--- config.mk ---
export PLATFORM = sky130hd
export DESIGN_NAME = esc_pwm_quad
export DESIGN_NICKNAME = d
export VERILOG_FILES = /design/src/rtl/esc_pwm_quad.sv
export SDC_FILE = /design/constraint.sdc
export NUM_CORES = 1
export LEC_CHECK = 0
export ABC_AREA = 1
export BUFFER_PORTS_ARGS = -buffer_cell sky130_fd_sc_hd__buf_2
export CAP_MARGIN = 20
export CORE_UTILIZATION = 60
export CTS_BUF_LIST = sky130_fd_sc_hd__clkbuf_16
export CTS_CLUSTER_DIAMETER = 30
export CTS_CLUSTER_SIZE = 25
export DETAILED_ROUTE_END_ITERATION = 8
export GPL_ROUTABILITY_DRIVEN = 0
export HOLD_SLACK_MARGIN = 0.06
export PLACE_DENSITY_LB_ADDON = 0.15
export RECOVER_POWER = 100
export SKIP_CTS_REPAIR_TIMING = 1
export SLEW_MARGIN = 20
export SYNTH_ARGS = -nofsm -noshare
export SYNTH_HDL_FRONTEND = slang
export SYNTH_SLANG_ARGS = --single-unit
--- constraint.sdc ---
create_clock -name clk -period 2.8 [get_ports clk]
set_input_delay 0.28 -clock clk [delete_from_list [all_inputs] [get_ports clk]]
set_output_delay 0.28 -clock clk [all_outputs]
set_load 0.1 [all_outputs]
--- src/rtl/esc_pwm_quad.sv ---
// Four-channel ESC servo-style PWM generator with shadowed speed registers loaded once per frame.
// Optional per-frame speed ramping is compiled in with `define ESC_RAMP_EN.
module esc_pwm_quad #(
  parameter int unsigned PERIOD    = 1000000,
  parameter int unsigned MIN_PULSE = 50000,
  parameter int unsigned SPD_SHIFT = 4,
  parameter int unsigned RAMP_STEP = 64
) (
  input  logic        clk,
  input  logic        rst,
  input  logic        wrt,
  input  logic [10:0] frnt_spd,
  input  logic [10:0] bck_spd,
  input  logic [10:0] lft_spd,
  input  logic [10:0] rght_spd,
  output logic        frnt,
  output logic        bck,
  output logic        lft,
  output logic        rght,
  output logic        frm_strt
);

  localparam int unsigned SPD_W   = 11;
  localparam int unsigned NCH     = 4;
  localparam int unsigned CNT_W   = (PERIOD > 1) ? $clog2(PERIOD) : 1;
  localparam int unsigned PW_BASE = (CNT_W > SPD_W + SPD_SHIFT) ? CNT_W : SPD_W + SPD_SHIFT;
  localparam int unsigned PW_W    = ((PW_BASE > 20) ? PW_BASE : 20) + 1;
  localparam logic [CNT_W-1:0] CNT_LAST = CNT_W'(PERIOD - 1);

  logic [CNT_W-1:0] r_cnt;
  logic             w_load;
  logic [SPD_W-1:0] w_spd_in  [NCH];
  logic [SPD_W-1:0] r_shd     [NCH];
  logic [SPD_W-1:0] r_act     [NCH];
  logic [SPD_W-1:0] w_act_nxt [NCH];
  logic [PW_W-1:0]  w_pw      [NCH];
  logic [NCH-1:0]   r_pwm;
  logic             r_frm_strt;

  assign w_spd_in[0] = frnt_spd;
  assign w_spd_in[1] = bck_spd;
  assign w_spd_in[2] = lft_spd;
  assign w_spd_in[3] = rght_spd;

  assign w_load = (r_cnt == CNT_LAST);

  // Frame counter; parks on the load value in reset so the first free cycle loads.
  always_ff @(posedge clk) begin
    if (rst) begin
      r_cnt <= CNT_LAST;
    end else if (w_load) begin
      r_cnt <= '0;
    end else begin
      r_cnt <= r_cnt + CNT_W'(1);
    end
  end

`ifdef ESC_RAMP_EN
  localparam logic [SPD_W-1:0] STEP = SPD_W'((RAMP_STEP > 2047) ? 2047 : RAMP_STEP);

  // Move act toward tgt by at most STEP, landing exactly on tgt.
  function automatic logic [SPD_W-1:0] ramp_step(input logic [SPD_W-1:0] act,
                                                  input logic [SPD_W-1:0] tgt);
    logic [SPD_W-1:0] diff;
    ramp_step = tgt;
    if (tgt > act) begin
      diff = tgt - act;
      if (diff > STEP) ramp_step = act + STEP;
    end else begin
      diff = act - tgt;
      if (diff > STEP) ramp_step = act - STEP;
    end
  endfunction

  always_comb begin
    for (int i = 0; i < NCH; i++) begin
      w_act_nxt[i] = ramp_step(r_act[i], r_shd[i]);
    end
  end
`else
  logic w_unused_ramp;
  assign w_unused_ramp = (RAMP_STEP == 0);

  always_comb begin
    for (int i = 0; i < NCH; i++) begin
      w_act_nxt[i] = r_shd[i];
    end
  end
`endif

  // Shadows follow wrt; active speeds only change in the load cycle.
  always_ff @(posedge clk) begin
    for (int i = 0; i < NCH; i++) begin
      if (rst) begin
        r_shd[i] <= '0;
        r_act[i] <= '0;
      end else begin
        if (wrt)    r_shd[i] <= w_spd_in[i];
        if (w_load) r_act[i] <= w_act_nxt[i];
      end
    end
  end

  always_comb begin
    for (int i = 0; i < NCH; i++) begin
      w_pw[i] = PW_W'(MIN_PULSE) + (PW_W'(r_act[i]) << SPD_SHIFT);
    end
  end

  always_ff @(posedge clk) begin
    if (rst) begin
      r_pwm      <= '0;
      r_frm_strt <= 1'b0;
    end else begin
      for (int i = 0; i < NCH; i++) begin
        r_pwm[i] <= (PW_W'(r_cnt) < w_pw[i]);
      end
      r_frm_strt <= w_load;
    end
  end

  assign frnt     = r_pwm[0];
  assign bck      = r_pwm[1];
  assign lft      = r_pwm[2];
  assign rght     = r_pwm[3];
  assign frm_strt = r_frm_strt;

endmodule

======== Word level (Yosys, flattened, before mapping) ========
Memories as Yosys holds them, arrays and structs flattened.
Index checks and enable logic that the tools add are counted.
operators by class
  $add $sub $neg .......................... 5
  order comparisons ....................... 4
  eq/ne operators ......................... 1
  mux-type cells .......................... 17
  bitwise operators ....................... 8
  reductions and logical operators ........ 1
operators by type and width
  cell                                                             count
  11-bit 2-to-1 mux                                                8
  20-bit by 17-bit < comparator with 1-bit output                  4
  16-bit by 15-bit adder with 17-bit output, first input constant  4
  20-bit by 1-bit adder with 20-bit output, second input constant  1
  20-bit == test, second input constant                            1
  20-bit 2-to-1 mux                                                1
  1-bit 2-to-1 mux                                                 8
  1-bit OR                                                         8
  2-bit OR reduction                                               1
word-level totals
  bits in registers ....................... 25
  RAM bits ................................ 88
  bits of input ports ..................... 47
  output and inout port bits .............. 5
  word-level logic and storage cells ...... 42
  memories kept ........................... 2
memories
  memory  depth  width  rd ports  clocked after Yosys merged registers in  wr ports  line  RTL
  r_act   4      11     4         0                                        4         34    logic [SPD_W-1:0] r_act [NCH];
  r_shd   4      11     4         0                                        4         33    logic [SPD_W-1:0] r_shd [NCH];

======== Depth between registers and ports, before layout ========
  word-level depth ........................ 5
  mapped depth ............................ 13
  depth with buffers taken out ............ 13

======== Worst setup path before layout ========
Ideal clock, no wire load.
  path kind ............................... register to register
  from .................................... memory r_act[0][0]
  to ...................................... register r_pwm[0]
  setup time .............................. 120 ps
  arrival time ............................ 1,966 ps
  data required time ...................... 2,680 ps
  setup slack ............................. 714 ps
  stages on the path, launching flop included .. 14
  path buffers ............................ 0
  period minus slack after synthesis ...... 2,086 ps
  cells stage by stage .................... edfxtp_1 ha_1 o21ai_0 inv_1 nor2_1 inv_1 a21oi_1 nor2_1 ha_1 nand2_1 o21ai_0 nand2_1 nand2_1 a21oi_1
RTL lines
  element                        line  RTL
  start, declared                34
  end signal, assigned by index  116   r_pwm[i] <= (PW_W'(r_cnt) < w_pw[i]);
  end, declared                  37    logic [NCH-1:0] r_pwm;

==> metrics <==
warnings from Yosys 0; internal power 4.15 mW; post-synth top area share 41.2%; die span in y 105 um; root buffer cell clkbuf_16; Core Area 0.0104 mm^2; clk slew on worst S/H paths 0.05 ns; Worst Path Arrival approximately 2.7 ns; DRT Wirelength 12900 um; final worst-path cycle share 87.4%; Pwr Total a little over 6 mW; Routed Antenna Nets 0; Reg power frac about two fifths; # nets final 916; WS Path Type flip-flop to flip-flop; outcome finished, violations left; slowest stage delay, CP 0.53 ns; crit path cell chain ha_1 -> nand3_1 -> nor2_1 -> nand4_1 -> buf_4 -> nor2_1; via/cell ratio 5.19; Ports 52; initial drt markers between 300 and 400; top cells by area, synth edfxtp_1 41%, ha_1 10%, inv_1 8.2%; hold_sp bck_spd[2]; via count around 5k; die width 105 um; final cell count without fillers 965; largest net degree at the start of global routing 45; Synth Register Bits about 110; maximum clock frequency 409 MHz; leakage power around 3.6 nW; pins over their slew limit 90; Post-Syn Area per Cell 8.60 um^2; area leader, netlist edfxtp_1; cell row count 37; CP max stage cell nand4_1; most common cell after layout, fill and taps aside nor2_1; initial antenna violation count 0; maximum fanout along the worst path 33; Net Sw Frac 32.9%; max_slew headroom -24.2%; clock network power share about a third; overall routing resource usage 24.9%; Starting Density 61.9%; R2R Path Start r_cnt[0]; CTS sink count 113; Routed wire per std cell 13.4 um; Initial DRT Pass Iterations 5; setup TNS 0 ns; sw power 2.03 mW; CP Buf/Inv Count 1; failing checks max-capacitance violations, max-slew violations; vias in the first global route between 4k and 5k; cts bufs inserted 17; Max clock buf depth 2; Post-Syn Area 0.00642 mm^2; share of the yosys chip area belonging to registers around 50%; Area Overhead vs Synth 14.7%; most frequent CP cell nor2_1; first-pass GRT wire length 21000 um; Hold Crit Class input pin to flip-flop; post-route design area 0.00736 mm^2; time the worst path needs with I/O delays and setup around 2.4 ns; dpl hpwl 8860 um; Cell variety after synth 27; ant diodes 0; clk_lat worst skew between 0.4 and 0.5 ns; share of cells above drive strength 1 between 10% and 20%; cells after synthesis 746; endpoints failing setup 0; setup repair after global routing missed its margin no; placed cell count ~930; Critical Path Start Type flip-flop; number of port buffers 51; die area 0.0111 mm^2; TritonCTS clock tree built; CP endpoint kind flip-flop; grt ovf 0; VDD IR max 0.000486 V; DRC violations left 0; worst slew pin tran 1.86 ns; Final Skew 0.00479 ns; post-placement cell area roughly 0.0068 mm^2; Worst setup startpoint r_cnt[0]; Comb pwr share 27.7%; max_cap viols 2; PD cells approximately 840 mW/mm^2; most frequent cells in the layout 143 x nor2_1, 142 x inv_1, 139 x nand2_1; syn nets ~850; CTS H-tree depth 4; CP top delay family simple AND/OR/NAND/NOR gates; Required @ worst endpoint 3.06 ns; Fin. Hold Viols 0
cell type report:
class | count | area, um^2
sequential | 113 | 3140
fill | 813 | 3010
multi-input combinational | 481 | 2630
inverter | 142 | 533
clock buffer | 17 | 425
timing repair buffer | 61 | 308
tap | 136 | 170
clock inverter | 15 | 150
worst paths after layout:
| check | slack [ns] | to | depth (start not counted) |
|---|---|---|---|
| setup / recovery | 0.35 | r_act[2][9] | 6 |
| hold / removal | 0.17 | r_shd[1][2] | 3 |
| setup reg to reg | 0.35 | r_act[2][9] | 6 |
| hold reg to reg | 0.54 | r_act[0][9] | 2 |
flip-flops by register name (all words and copies together) (netlist names):
register  flops
r_pwm         4
r_act        44
r_shd        44
frm_strt      1
r_cnt        20
Yosys cell counts:
library cell  number
nor4_1             2
nand3_1           21
or2_2              3
nor2_2             6
inv_1            141
xnor2_1           15
o21ai_0           20
a21oi_1           34
buf_2              3
nand2_2            2
dfxtp_1           25
nand4_4            1
nand2_1          139
xor2_1            25
buf_6              4
a31oi_1            1
nor3_1            10
clkinv_1           1
clkbuf_1           3
nor2_4             1
nor2_1           138
ha_1              53
edfxtp_1          88
nand3_2            1
nand4_1            7
o21bai_1           1
nor3_2             1
power groups by stage:
stage          clock network [mW]  logic (mW)  registers (mW)
3_5_place_dp                    0        1.73            2.40
2_1_floorplan                   0        1.31            2.37
5_1_grt                      2.20        1.96            2.41
3_3_place_gp                    0        1.63            2.39
4_1_cts                      2.12        1.77            2.37
6_report                     2.10        1.71            2.38
stage by stage:
stage	setup slack (ns)	hold WS [ns]	util (%)
floorplan	0.714	0.480	-
global placement	0.573	0.504	66.0
detailed placement	0.419	0.529	66.0
CTS	0.404	0.153	71.6
global route	0.152	0.157	71.0
finish	0.353	0.166	71.0
metal layers:
layer,vias to the layer above,part of all wire (%),GRT usage [%]
met1,2278,40,27.5
li1,2505,-,-
met3,43,6.3,6.80
met5,-,0,0
met4,0,3.2,14.5
met2,186,51,42.9
cell families after synthesis:
family | count (synthesis) | synth area share, %
xor+xnor | 40 | 5.46
simple gates | 332 | 21.4
flops | 113 | 49.0
buf+inv | 152 | 9.42
fa+ha+maj | 53 | 10.3
compound gates | 56 | 4.43
worst min-delay path: stages:
cell    delay (ns)
buf_2         0.07
inv_1         0.03
nor2_1        0.08
(Power assumes the default switching activity.)
